`config.mk`:
```
export PLATFORM = sky130hd
export DESIGN_NAME = muldiv_unit
export DESIGN_NICKNAME = d
export VERILOG_FILES = /design/src/rtl/muldiv_unit.sv
export SDC_FILE = /design/constraint.sdc
export NUM_CORES = 1
export LEC_CHECK = 0
export BUFFER_PORTS_ARGS = -buffer_cell sky130_fd_sc_hd__buf_2
export CELL_PAD_IN_SITES_DETAIL_PLACEMENT = 1
export CELL_PAD_IN_SITES_GLOBAL_PLACEMENT = 1
export CORE_MARGIN = 5
export CORE_UTILIZATION = 50
export DETAILED_ROUTE_END_ITERATION = 16
export GPL_TIMING_DRIVEN = 0
export HOLD_SLACK_MARGIN = 0.06
export PLACE_DENSITY_LB_ADDON = 0.1
export SLEW_MARGIN = 20
export SYNTH_ARGS = -nofsm -noshare
export SYNTH_HDL_FRONTEND = slang
export SYNTH_SLANG_ARGS = --single-unit
```
`constraint.sdc`:
```
create_clock -name clk -period 5.8 [get_ports clk]
set_input_delay 0.29 -clock clk [delete_from_list [all_inputs] [get_ports clk]]
set_output_delay 0.29 -clock clk [all_outputs]
set_load 0.01 [all_outputs]
```
`src/rtl/muldiv_unit.sv`:
```
// muldiv_unit: iterative RV32M multiply/divide unit; define MULDIV_MULH_EN to compute MULH/MULHSU/MULHU
module muldiv_unit #(
    parameter int WIDTH = 32,
    localparam int CW = $clog2(WIDTH) + 1
) (
    input  logic             clk,
    input  logic             rst,
    input  logic             start,
    input  logic [2:0]       op,
    input  logic [WIDTH-1:0] a,
    input  logic [WIDTH-1:0] b,
    output logic             busy,
    output logic             done,
    output logic [WIDTH-1:0] result
);
    localparam logic [WIDTH-1:0] MIN = {1'b1, {(WIDTH-1){1'b0}}};
    typedef enum logic [1:0] {S_IDLE, S_CALC, S_FIX} state_t;
    state_t state;
    logic [CW-1:0] count;
    logic [2:0] op_q;
    logic neg_a, neg_b, dz, ovf, acc, sa, sb;
    logic [WIDTH-1:0] x, hi, lo, mag_a, mag_b, mul_lo, mul_hi, quot, rem, fix;
    logic [WIDTH:0] sh, diff;
    assign acc = state == S_IDLE && start;
    assign sa = (op == 3'b001 || op == 3'b010 || (op[2] && !op[0])) && a[WIDTH-1];
    assign sb = (op == 3'b001 || (op[2] && !op[0])) && b[WIDTH-1];
    assign mag_a = sa ? -a : a;
    assign mag_b = sb ? -b : b;
    assign sh = {hi, lo[WIDTH-1]};
    assign diff = sh - {1'b0, x};
`ifdef MULDIV_MULH_EN
    logic [WIDTH:0] sum;
    assign sum = {1'b0, hi} + (lo[0] ? {1'b0, x} : '0);
    assign mul_lo = lo;
    assign mul_hi = (neg_a ^ neg_b) ? ~hi + WIDTH'(lo == '0) : hi;
`else
    assign mul_lo = hi;
    assign mul_hi = '0;
`endif
    assign quot = dz ? '1 : ovf ? MIN : (neg_a ^ neg_b) ? -lo : lo;
    assign rem = ovf ? '0 : neg_a ? -hi : hi;
    assign fix = op_q[2] ? (op_q[1] ? rem : quot) : (op_q[1:0] == 2'b00 ? mul_lo : mul_hi);
    always_ff @(posedge clk) begin
        if (acc) begin
            op_q <= op;
            neg_a <= sa;
            neg_b <= sb;
            dz <= b == '0;
            ovf <= op[2] && !op[0] && a == MIN && b == '1;
            x <= op[2] ? mag_b : mag_a;
            lo <= op[2] ? mag_a : mag_b;
            hi <= '0;
        end else if (state == S_CALC) begin
            if (op_q[2])
                {hi, lo} <= diff[WIDTH] ? {sh[WIDTH-1:0], lo[WIDTH-2:0], 1'b0}
                                        : {diff[WIDTH-1:0], lo[WIDTH-2:0], 1'b1};
`ifdef MULDIV_MULH_EN
            else
                {hi, lo} <= {sum, lo[WIDTH-1:1]};
`else
            else begin
                hi <= hi + (lo[0] ? x : '0);
                x <= x << 1;
                lo <= lo >> 1;
            end
`endif
        end
    end
    always_ff @(posedge clk or posedge rst) begin
        if (rst) begin
            state <= S_IDLE;
            count <= '0;
            busy <= 1'b0;
            done <= 1'b0;
            result <= '0;
        end else begin
            done <= 1'b0;
            case (state)
                S_IDLE: if (start) begin
                    state <= S_CALC;
                    busy <= 1'b1;
                    count <= CW'(WIDTH);
                end
                S_CALC: begin
                    count <= count - CW'(1);
                    if (count == CW'(1)) state <= S_FIX;
                end
                S_FIX: begin
                    result <= fix;
                    done <= 1'b1;
                    busy <= 1'b0;
                    state <= S_IDLE;
                end
                default: state <= S_IDLE;
            endcase
        end
    end
endmodule

```
==> out/qor.yml, run 1 <==
cp_data_arrival_time_ps: 4660
async_flop_share_pct: 29.0
slowest_stage: "edfxtp_1"
hold_ws_ps: 92.9
grt_start_max_net_pins: 33
ios: 104
clk_latency_ps: 450
worst_pin_slew_ps: 1150
relSlewSlack_pct: 23.4
vias: 15400
ys.flop_type: "edfxtp_1"
drive_gt1_share_pct: 9.18
synth_mux_area_share_pct: 4.44
drtAntennaViolNets: 0
portBuffers: 101
seq_area_frac_synth_pct: 27.2
core_mm2: 0.0278
layout.nets: 2047
setup_viol: 0
synthAdderAreaFrac_pct: 6.52
place_inst: 2263
worstPathCellList: "inv_1, clkbuf_1, nor2_1, ha_1, o211ai_1, o21a_1, a2111oi_2, o311ai_0, a21oi_1, o21ai_2, o31ai_1, mux2i_1, a211oi_1"
fp.dieH_um: 178
hold_violations: 0
synth_area_mm2: 0.0140
syn_avg_cell_area_um2: 7.88
cts_sinks: 145
worst_setup_path_end_kind: "flip-flop"
placed_area_mm2: 0.0151
final_area_mm2: 0.0156
cp_slowest_stage_delay_ps: 590
cp-start-kind: "flip-flop"
diodes: 0
rows: 61
clockBufferDepth: 2
final_common_cell: "nand2_1"
avgRoutedWirePerCell_um: 26.2
hold_path.startpoint: "op[1]"
area_growth_pct: 11.1
slew_violations: 0
initial_core_util_pct: 50.6
dp_hpwl_um: 48400
outcome: "completed"
crit_fanout: 10
ir_drop_v: 0.000488
cts_root_buf: "clkbuf_16"
min_period_over_period_pct: 75.2
final_cells: 2296
fin_worst_skew_ps: 14.7
fp.dieW_um: 178
crit_type: "reg2reg"
drc: 0
max-cap-violations: 0
grt_overflow_total: 0
grtUsageMet1_pct: 50.3
hold_path.class: "in2reg"
cts_buffers: 17
fin_setup_tns_ps: 0
grt-busiest-layer: "met2"
synth_xor_area_share_pct: 10.2
ys_types: 89
setup_slack_ps: 1440
grtUsageMet3_pct: 6.75
grt_util_all_layers_pct: 37.7
grt_pass1_vias: 15300
fin_crit_ps: 4360
drt_iter0_drc: 1615
place_congestion: 1.00
p_per_area_mw_per_mm2: 690
die-area_mm2: 0.0316
most-common-layout-cells: "172 x nand2_1, 168 x nor2_1, 168 x a21oi_1"
synth_compound_area_share_pct: 28.2
synthSimpleGateAreaFrac_pct: 18.3
rsz0062_at_grt: "no"
reg2reg_from: "lo[0]"
worst_ep_required_time_ps: 6090
grt_pass1_wl_um: 91400
netlist_instances: 1783
rrSetupSlack_ps: 1440
grtUsageMet2_pct: 60.2
wl_um: 60100
via_per_inst: 6.71
power_leakage_nw: 6.41
synth-edff-count: 71
fin_util_pct: 56.2
power_mw: 10.8
htree_levels: 4
cts_tree: "built"
dr.pass1.iters: 6
yosys_register_bits: 145
clkTransAtPathRegs_ps: 70
preCtsSetupSlack_ps: 1640
synth_top_family_by_area: "compound AO/OA/AOI/OAI gates"
antenna_found_initial: 0
startpoint: "lo[0]"
fmax_ghz: 0.229
syn_nets: 1925
ys_warn_count: 0
## cell usage after synthesis (all sizes together) (8+ instances only)
cell type / instances / share of area (%)
nand2b: 17 / 0.76
a211oi: 8 / 0.43
ha: 70 / 6.2
xor2: 66 / 4.1
nor2: 168 / 4.5
nor4: 18 / 1.0
dfxtp: 32 / 4.6
a21oi: 169 / 6.0
a221oi: 14 / 0.87
nand3: 35 / 1.2
nor3: 38 / 1.4
o211ai: 30 / 1.6
o21a: 11 / 0.59
or3: 12 / 0.53
or4: 12 / 0.69
nor2b: 14 / 0.62
o41ai: 14 / 0.98
a31oi: 23 / 1.0
o311ai: 9 / 0.74
dfrtp: 42 / 7.5
o221ai: 15 / 0.94
buf: 20 / 0.82
inv: 62 / 1.7
nand2: 173 / 4.6
o31ai: 35 / 1.9
xnor2: 98 / 6.1
mux2i: 59 / 4.2
nand4: 26 / 1.2
o22ai: 12 / 0.53
a21o: 29 / 1.5
o21ai: 162 / 5.8
edfxtp: 71 / 15
clkbuf: 96 / 2.6
a22oi: 12 / 0.64
## power breakdown
part / internal [mW] / switching [mW] / leakage [nW]
combinational: 2.71 / 4.59 / 4.64
clock: 0.558 / 0.520 / 0.267
sequential: 1.69 / 0.709 / 1.50
## layer usage
layer,vias to the layer above,wire [µm]
li1,6859,-
met1,7570,25000
met2,805,26700
met3,168,5340
met4,0,3100
met5,-,0
## registers in the layout, summed over array words and instances, names as in the netlist
signal and flops:
ovf 1, neg_a 1, neg_b 1, done 1
x 32, hi 32, busy 1, count 6
lo 32, op_q 3, state 2, result 32
dz 1
## critical path: cells and delay by family (launching register included)
| family | cells | cell delay (ps) |
|---|---|---|
| AOI/OAI and AO/OA | 8 | 2160 |
| adders and majority gates | 1 | 410 |
| buffers and inverters | 2 | 710 |
| DFF | 1 | 590 |
| muxes | 1 | 220 |
| and+or+nand+nor | 1 | 120 |
## final cells by class
cell class                      count  area (µm²)
Buffer                            116         477
Clock buffer                       19         433
Clock inverter                     13         101
Fill cell                        3607       12200
Inverter                           64         240
Multi-Input combinational cell   1458        9510
Sequential cell                   145        3820
Tap cell                          378         473
Timing Repair Buffer              103         543
## timing repair
item / CTS / global route
buffers inserted: 0 / 0
resized for setup: 0 / 0
hold buffers: 1 / 0
hold endpoints to repair: 18 / 0
## final timing paths
| path | end | cells past startpoint |
|---|---|---|
| max | hi[29] | 13 |
| min in group asynchronous | count[5] | 3 |
| min | op_q[1] | 1 |
| max in group asynchronous | result[1] | 4 |
| max reg2reg | hi[29] | 13 |
| min reg2reg | result[29] | 2 |
## cell families after synthesis
logic type                 Yosys count
AOI/OAI and AO/OA                  613
muxes                               62
DFF                                145
adders and majority gates           72
xor gates and xnor gates           164
and+or+nand+nor                    547
buffers and inverters              180
Note: power is estimated with default switching activity, not from simulation.
==> inputs of run 2 (changes only) <==
Settings changed: CORE_UTILIZATION 50 to 42.
Clock period 5.8 ns to 3.65 ns, I/O delays scaled along.
==> out/qor.yml, run 2 (synthesized netlist as in run 1, its figures left out) <==
outcome: "completed"
dp_hpwl_um: 50000
slowest_stage: "edfxtp_1"
final-seq-area_mm2: 0.00383
slew_violations: 0
power_switching_mw: 9.31
worst_setup_path_end_kind: "flip-flop"
clkTransAtPathRegs_ps: 70
die-area_mm2: 0.0372
rows: 67
crit_fanout: 10
power_mw: 17.6
hold_ws_ps: 134
min_period_over_period_pct: 98.2
r2r-end: "lo[0]"
path_buf_inv: 2
initial_core_util_pct: 42.2
clk_latency_ps: 450
critPathTopFamily: "compound AO/OA/AOI/OAI gates"
grt_util_all_layers_pct: 32.8
cp-start-kind: "flip-flop"
startpoint: "x[0]"
hold_violations: 0
intPower_mw: 8.30
wl_um: 62000
area_growth_pct: 14.2
avgRoutedWirePerCell_um: 26.0
max-cap-violations: 0
cts_buffers: 17
drc: 0
fmax_ghz: 0.279
fin_crit_ps: 3580
fp.dieH_um: 193
cts_root_buf: "clkbuf_16"
most-common-layout-cells: "171 x nand2_1, 168 x nor2_1, 166 x a21oi_1"
ir_drop_v: 0.000727
worst_ep_required_time_ps: 3800
r2r_cells: 13
relSlewSlack_pct: 25.1
grt_pass1_vias: 14800
grt_overflow_total: 0
grt_start_max_net_pins: 33
setup_slack_ps: 67.1
portBuffers: 101
reg2reg_from: "x[0]"
layout.nets: 2062
crit_type: "reg2reg"
vias: 15000
power_leakage_nw: 6.51
worstPathCellList: "ha_1, fa_2, nor2b_1, o31a_1, o21bai_2, a21oi_4, o311a_4, o211ai_2, o211a_1, buf_4, buf_6, a211oi_2, a21oi_1"
cp_data_arrival_time_ps: 3730
hold_path.class: "in2reg"
dr.pass1.iters: 7
setup_viol: 0
final_common_cell: "nand2_1"
switching_share_pct: 52.9
htree_levels: 4
worst_pin_slew_ps: 1120
drtAntennaViolNets: 0
p_per_area_mw_per_mm2: 1100
placed_area_mm2: 0.0151
diodes: 0
rrSetupSlack_ps: 70
cp_slowest_stage_delay_ps: 460
drt_iter0_drc: 1462
critPathCapture: "lo[0]"
cts_tree: "built"
ios: 104
core_mm2: 0.0333
antenna_found_initial: 0
worstHoldPathCells: 2
multi_input_area_mm2: 0.00965
clockBufferDepth: 2
clkPwrFrac_pct: 10.9
place_congestion: 0.947
cp_num_cells: 13
via_per_inst: 6.32
nFillCells: 4177
cts_sinks: 145
seq_power_share_pct: 21.5
grt_pass1_wl_um: 92300
fin_worst_skew_ps: 10.9
drive_gt1_share_pct: 11.0
preCtsSetupSlack_ps: -854
fp.dieW_um: 193
pwr-share-comb_pct: 67.7
final_area_mm2: 0.0160
run 2: changes by cell type in the layout (fill, tap and decap cells not counted), moves of 3 or more:
cell           change
dfxtp_2            +3
buf_4             +12
clkbuf_1           -4
bufinv_16          +4
dfxtp_1            -3
inv_4              -4
inv_6              -3
dlygate4sd3_1      +4
run 2: worst min path at each step:
stage	slack [ps]	endpoint	from
5_1_grt	120	dz	b[31]
3_5_place_dp	130	result[25]	rst
6_report	130	dz	b[31]
4_1_cts	100	dz	b[31]
2_1_floorplan	280	op_q[0]	op[0]
3_3_place_gp	430	op_q[1]	op[1]
run 2: metrics by stage:
step	instances	TNS (ps)	util (%)
4_1_cts	2374	0	47.8
6_report	2381	0	48.2
3_3_place_gp	2332	-6310	45.4
3_5_place_dp	2333	-7380	45.5
5_1_grt	2381	-29.5	48.2
2_1_floorplan	1783	0	-
run 2: worst reg2reg max path: stages (launching register included):
cell	delay, ps
edfxtp_1	460
ha_1	310
fa_2	390
nor2b_1	170
o31a_1	270
o21bai_2	140
a21oi_4	260
o311a_4	290
o211ai_2	120
o211a_1	170
buf_4	200
buf_6	180
a211oi_2	260
a21oi_1	70
run 2: timing repair:
| action | in CTS | in global routing |
|---|---|---|
| hold buffers | 5 | 0 |
| gates resized for setup | 17 | 22 |
| pin swaps | 3 | 5 |
| setup buffers | 4 | 7 |
| endpoints found under the hold margin | 46 | 0 |
| setup endpoints to repair | 31 | 14 |
run 2: cell type report:
type,count,share of cell area [%]
inverter,64,1.52
clock inverter,14,1.17
tap,448,3.49
buffer,116,3.04
clock buffer,18,2.68
multi-input combinational,1458,60.1
timing repair buffer,118,4.10
sequential,145,23.9
run 2: power by group through the flow:
| stage | logic (mW) | clock network, mW | registers, mW |
|---|---|---|---|
| after floorplan | 8.09 | 0 | 3.32 |
| after global placement | 11.0 | 0 | 3.74 |
| after detailed placement | 11.3 | 0 | 3.78 |
| after CTS | 11.5 | 1.92 | 3.73 |
| after global routing | 12.9 | 2.00 | 3.85 |
| final | 11.9 | 1.91 | 3.78 |
run 2: routing by layer:
| layer | vias to the layer above | track usage (%) | wire length (µm) |
|---|---|---|---|
| met1 | 7442 | 45.5 | 27800 |
| met4 | 0 | 10.5 | 2270 |
| met3 | 107 | 4.70 | 4210 |
| li1 | 6890 | - | - |
| met2 | 604 | 52.8 | 27700 |
| met5 | - | 0 | 0 |
